File: src/rtl/dram_arbiter.sv
// Two-port DRAM request arbiter: CPU priority with DMA aging,
// latched command fields and a lost-ack watchdog.
module dram_arbiter #(
  parameter int ADDR_W       = 28,
  parameter int DMA_MAX_WAIT = 16,
  parameter int TIMEOUT      = 255
) (
  input  logic              CLK,
  input  logic              RST_n,
  input  logic              CPU_REQ,
  input  logic              CPU_WE,
  input  logic [ADDR_W-1:0] CPU_ADDR,
  input  logic [3:0]        CPU_BE,
  output logic              CPU_ACK,
  output logic              CPU_ERR,
  input  logic              DMA_REQ,
  input  logic              DMA_WE,
  input  logic [ADDR_W-1:0] DMA_ADDR,
  input  logic [3:0]        DMA_BE,
  output logic              DMA_ACK,
  output logic              DMA_ERR,
  output logic              MEM_REQ,
  output logic              MEM_WE,
  output logic [ADDR_W-1:0] MEM_ADDR,
  output logic [3:0]        MEM_BE,
  input  logic              MEM_ACK,
  output logic [1:0]        OWNER
);

  localparam int DW  = $clog2(DMA_MAX_WAIT + 1);
  localparam int TW  = $clog2(TIMEOUT + 1);
  localparam int WW  = (TW > 8) ? TW : 8;

  localparam logic [1:0] OWN_NONE = 2'b00;
  localparam logic [1:0] OWN_CPU  = 2'b01;
  localparam logic [1:0] OWN_DMA  = 2'b10;

  typedef enum logic [1:0] {
    IDLE = 2'd0,
    BUSY = 2'd1,
    TURN = 2'd2
  } state_t;

  state_t        state;
  state_t        state_nx;
  logic [DW-1:0] dma_wait;
  logic [WW-1:0] wdog;
  logic          grant_cpu;
  logic          grant_dma;
  logic          timeout;
  logic          cpu_ack_nx;
  logic          cpu_err_nx;
  logic          dma_ack_nx;
  logic          dma_err_nx;

  // DMA wins a contested slot only once its aging counter saturates
  always_comb begin
    grant_cpu = 1'b0;
    grant_dma = 1'b0;
    if (state == IDLE) begin
      if (DMA_REQ && (!CPU_REQ ||
          dma_wait == DW'(DMA_MAX_WAIT)))
        grant_dma = 1'b1;
      else if (CPU_REQ)
        grant_cpu = 1'b1;
    end
  end

  assign timeout = (state == BUSY) && !MEM_ACK &&
                   (wdog == WW'(TIMEOUT - 1));

  always_ff @(posedge CLK or negedge RST_n) begin
    if (!RST_n) state <= IDLE;
    else        state <= state_nx;
  end

  always_comb begin
    state_nx = state;
    unique case (state)
      IDLE:
        if (grant_cpu || grant_dma) state_nx = BUSY;
      BUSY:
        if (MEM_ACK || timeout) state_nx = TURN;
      TURN:
        state_nx = IDLE;
      default:
        state_nx = IDLE;
    endcase
  end

  always_comb begin
    cpu_ack_nx = 1'b0;
    cpu_err_nx = 1'b0;
    dma_ack_nx = 1'b0;
    dma_err_nx = 1'b0;
    if (state == BUSY) begin
      cpu_ack_nx = MEM_ACK && (OWNER == OWN_CPU);
      dma_ack_nx = MEM_ACK && (OWNER == OWN_DMA);
      cpu_err_nx = timeout && (OWNER == OWN_CPU);
      dma_err_nx = timeout && (OWNER == OWN_DMA);
    end
  end

  always_ff @(posedge CLK or negedge RST_n) begin
    if (!RST_n) begin
      CPU_ACK  <= 1'b0;
      CPU_ERR  <= 1'b0;
      DMA_ACK  <= 1'b0;
      DMA_ERR  <= 1'b0;
      MEM_REQ  <= 1'b0;
      MEM_WE   <= 1'b0;
      MEM_ADDR <= '0;
      MEM_BE   <= '0;
      OWNER    <= OWN_NONE;
      wdog     <= '0;
    end else begin
      CPU_ACK <= cpu_ack_nx;
      CPU_ERR <= cpu_err_nx;
      DMA_ACK <= dma_ack_nx;
      DMA_ERR <= dma_err_nx;
      if (grant_cpu || grant_dma) begin
        MEM_REQ  <= 1'b1;
        MEM_WE   <= grant_dma ? DMA_WE   : CPU_WE;
        MEM_ADDR <= grant_dma ? DMA_ADDR : CPU_ADDR;
        MEM_BE   <= grant_dma ? DMA_BE   : CPU_BE;
        OWNER    <= grant_dma ? OWN_DMA  : OWN_CPU;
        wdog     <= '0;
      end else if (state == BUSY) begin
        if (MEM_ACK || timeout) begin
          MEM_REQ <= 1'b0;
          OWNER   <= OWN_NONE;
        end else begin
          wdog <= wdog + 1'b1;
        end
      end
    end
  end

  // Aging counts arbitrations the DMA lost to the CPU
  always_ff @(posedge CLK or negedge RST_n) begin
    if (!RST_n)
      dma_wait <= '0;
    else if (!DMA_REQ || grant_dma)
      dma_wait <= '0;
    else if (grant_cpu && dma_wait != DW'(DMA_MAX_WAIT))
      dma_wait <= dma_wait + 1'b1;
  end

endmodule
File: config.mk
export PLATFORM = sky130hd
export DESIGN_NAME = dram_arbiter
export DESIGN_NICKNAME = d
export VERILOG_FILES = /design/src/rtl/dram_arbiter.sv
export SDC_FILE = /design/constraint.sdc
export NUM_CORES = 1
export LEC_CHECK = 0
export ABC_CLOCK_PERIOD_IN_PS = 2100
export CAP_MARGIN = 20
export CORE_MARGIN = 2
export CORE_UTILIZATION = 45
export CTS_BUF_LIST = sky130_fd_sc_hd__clkbuf_16
export CTS_CLUSTER_SIZE = 14
export DETAILED_ROUTE_END_ITERATION = 10
export PLACE_DENSITY = 0.77
export SYNTH_ARGS = -nofsm -noshare
export SYNTH_HDL_FRONTEND = slang
export SYNTH_SLANG_ARGS = --single-unit
File: constraint.sdc
create_clock -name CLK -period 2.1 [get_ports CLK]
set_input_delay 0.42 -clock CLK [delete_from_list [all_inputs] [get_ports CLK]]
set_output_delay 0.42 -clock CLK [all_outputs]
set_load 0.05 [all_outputs]
==> run metrics, run 1 <==
FFs w/ async S/R, synth=1.00; largest net degree at the start of global routing=56; max-cap viol count=0; Hold Buf Count CTS=0; pwr/cell area=1320 nW/um2; hold slack=118 ps; Crit. Startpoint=OWNER[0]; worst path arrival time=1600 ps; Data required, critical path=1680 ps; Slew Limit Fails=0; relative slew slack=0.646; area added between synthesis and finish=37.3%; vias after detailed routing=3703; startpoint types=register; CP Class=register to output port; cell at the slowest stage of the critical path=clkdlybuf4s50_1; die span in y=95.7 um; Worst R2R Path Depth=5; R2R setup slack=280 ps; Yosys cell types=55; DR pass1 iterations=4; Synth Flop Type=dfrtp_1; I/O pin cnt=111; Final Hold Viols=0; final setup TNS=0 ps; RSZ-0062 raised after global routing=false; initial antenna violation count=0; Max FO, Critical Path=7; synth warn=0; synthesized cell area=3790 um2; die area=9170 um2; final period utilization=0.964; worst-path cell chain=clkdlybuf4s50_1; setup ws final=76.3 ps; global route overflow=0; fillers=672; post-DR vias/cell=5.91; routing usage on met2=0.393; Synth Area per Inst=8.97 um2; cell count after synthesis=422; port bufs=110; Post-Route WL=10.9 mm; Starting Density=0.463; layout cells sized above 1=0.180; GRT Total Usage=0.241; f_max=494 MHz; ANT cells=0; Post-layout nets=596; met1 Use GR=0.326; Worst Hold Class=primary input to async pin; first-pass GRT wire length=17.7 mm; drt wl/cell=17.3 um; CP bufs+invs=1; GP Congestion=0.819; status=completed; r2r endpoint=MEM_BE[1]; Worst Max-Slew Pin Slew=530 ps; # clock sinks=55; Cell Count, Final, Fillers Out=627; EDFF count, synth=0; clock skew=8.14 ps; #FFs+latches synth=55; pre-CTS setup slack=1.12 ps; initial DRC count=233; Clock Tree Buf Depth=2; met3 Use GR=0.0415; vias in the first global route=3638; DIE WIDTH=95.7 um; max incr delay on CP=850 ps; Placed Instances=619; setup bufs post-CTS=0; gr busiest metal=met2; worst r2r src=state[0]; clock transition at the registers of the reported paths=70 ps; clk_lat worst skew=290 ps; ANT nets after route=0; Setup violations, final=0; CTS tree=done; CTS H-Tree Depth=2; drc violations=0; clock buffer count from CTS=5; Placement Rows=33; DP HPWL=7.63 mm; Resized cells post-CTS=0; core area=8180 um2; register area share after synthesis=0.363; crit-path leading delay family=buffers and inverters; post-synth net total=497; Leakage Power=2.07 nW; root buffer cell=clkbuf_16; Setup crit end kind=output port; Peak supply drop=0.573 mV; minimum clock period=2020 ps
## sequential cells by signal (all words and copies together), names as in the netlist
signal	count
CPU_ACK	1
CPU_ERR	1
DMA_ACK	1
DMA_ERR	1
MEM_ADDR	28
MEM_BE	4
MEM_REQ	1
MEM_WE	1
OWNER	2
dma_wait	5
state	2
wdog	8
## kinds of logic after synthesis
logic type	share of synthesized area
AO/OA/AOI/OAI	0.221
multiplexers	0.0159
flip-flops	0.363
adder cells (fa/ha/maj)	0.0132
buffers and inverters	0.0885
AND/OR/NAND/NOR	0.298
## cell usage after synthesis, drive strengths merged, types with 8 or more instances
| cell type | instances | area (um2) |
|---|---|---|
| clkbuf | 13 | 48.8 |
| nand2 | 8 | 30.0 |
| a21oi | 39 | 203 |
| inv | 41 | 154 |
| buf | 23 | 133 |
| a2111oi | 33 | 427 |
| dfrtp | 55 | 1380 |
| or4b | 33 | 330 |
| or2 | 34 | 213 |
| o21ai | 9 | 45.0 |
| nor3 | 33 | 165 |
| nor2 | 39 | 154 |
## layout by cell type, fill, tap and decap left out, drive strengths merged, types with 20 or more instances in the layout
cell type | synthesis | final
nor2 | 39 | 39
a21oi | 39 | 39
nor3 | 33 | 33
or2 | 34 | 34
buf | 23 | 20
clkdlybuf4s50 | 0 | 108
or4b | 33 | 33
dfrtp | 55 | 55
a2111oi | 33 | 33
inv | 41 | 42
## worst max-delay path by stage
stage	end	depth (start not counted)	slack, ps
final	OWNER[0]	1	80
after global routing	OWNER[0]	1	20
after CTS	OWNER[0]	1	70
after detailed placement	MEM_ADDR[18]	5	1
after global placement	MEM_ADDR[21]	5	80
after floorplan	MEM_ADDR[0]	7	520
## per-stage QoR
step / util / cell area (um2) / total power (W)
floorplan: - / 3790 / 0.00461
global placement: 0.619 / 5060 / 0.00598
detailed placement: 0.619 / 5060 / 0.00607
CTS: 0.636 / 5200 / 0.00690
global route: 0.636 / 5200 / 0.00725
finish: 0.636 / 5200 / 0.00687
## power by group
group | total [W] | switching (W) | internal (W)
sequential | 0.00184 | 0.000381 | 0.00146
combinational | 0.00420 | 0.00250 | 0.00170
clock | 0.000826 | 0.000389 | 0.000437
total | 0.00687 | 0.00327 | 0.00360
## per-layer routing
metal | vias up | wire [um]
met5 | - | 0
met4 | 0 | 218
met3 | 21 | 692
met2 | 129 | 5240
met1 | 1810 | 4710
li1 | 1743 | -
## layout make-up
cell class,instances,area (um2),area share
Multi-Input combinational cell,290,2080,0.401
Sequential cell,55,1380,0.265
Timing Repair Buffer,128,1310,0.253
Inverter,41,154,0.0296
Tap cell,105,131,0.0253
Clock buffer,5,125,0.0241
Clock inverter,3,16.3,0.00313
(Power assumes the default switching activity.)
==> run 2, diff against run 1 <==
--- a/config.mk
+++ b/config.mk
@@ -5,11 +5,13 @@
 export SDC_FILE = /design/constraint.sdc
 export NUM_CORES = 1
 export LEC_CHECK = 0
+export ABC_AREA = 0
 export ABC_CLOCK_PERIOD_IN_PS = 2100
 export CAP_MARGIN = 20
 export CORE_MARGIN = 2
 export CORE_UTILIZATION = 45
 export CTS_BUF_LIST = sky130_fd_sc_hd__clkbuf_16
+export CTS_CLUSTER_DIAMETER = 200
 export CTS_CLUSTER_SIZE = 14
 export DETAILED_ROUTE_END_ITERATION = 10
 export PLACE_DENSITY = 0.77
==> constraint.sdc (replaced) <==
create_clock -name CLK -period 2.1 [get_ports CLK]
set_input_delay 0.42 -clock CLK [delete_from_list [all_inputs] [get_ports CLK]]
set_output_delay 0.42 -clock CLK [all_outputs]
set_load 0.005 [all_outputs]
==> results of run 2 <==
The final DEF is identical to that of run 1. Status: completed.
Main changes from that run: setup slack after layout 76.3 ps -> 277 ps; start point of the critical path OWNER[0] -> state[0]; end point of the critical path OWNER[0] -> MEM_BE[1]; total power 0.00687 W -> 0.00564 W; worst IR drop on VDD 0.573 mV -> 0.560 mV
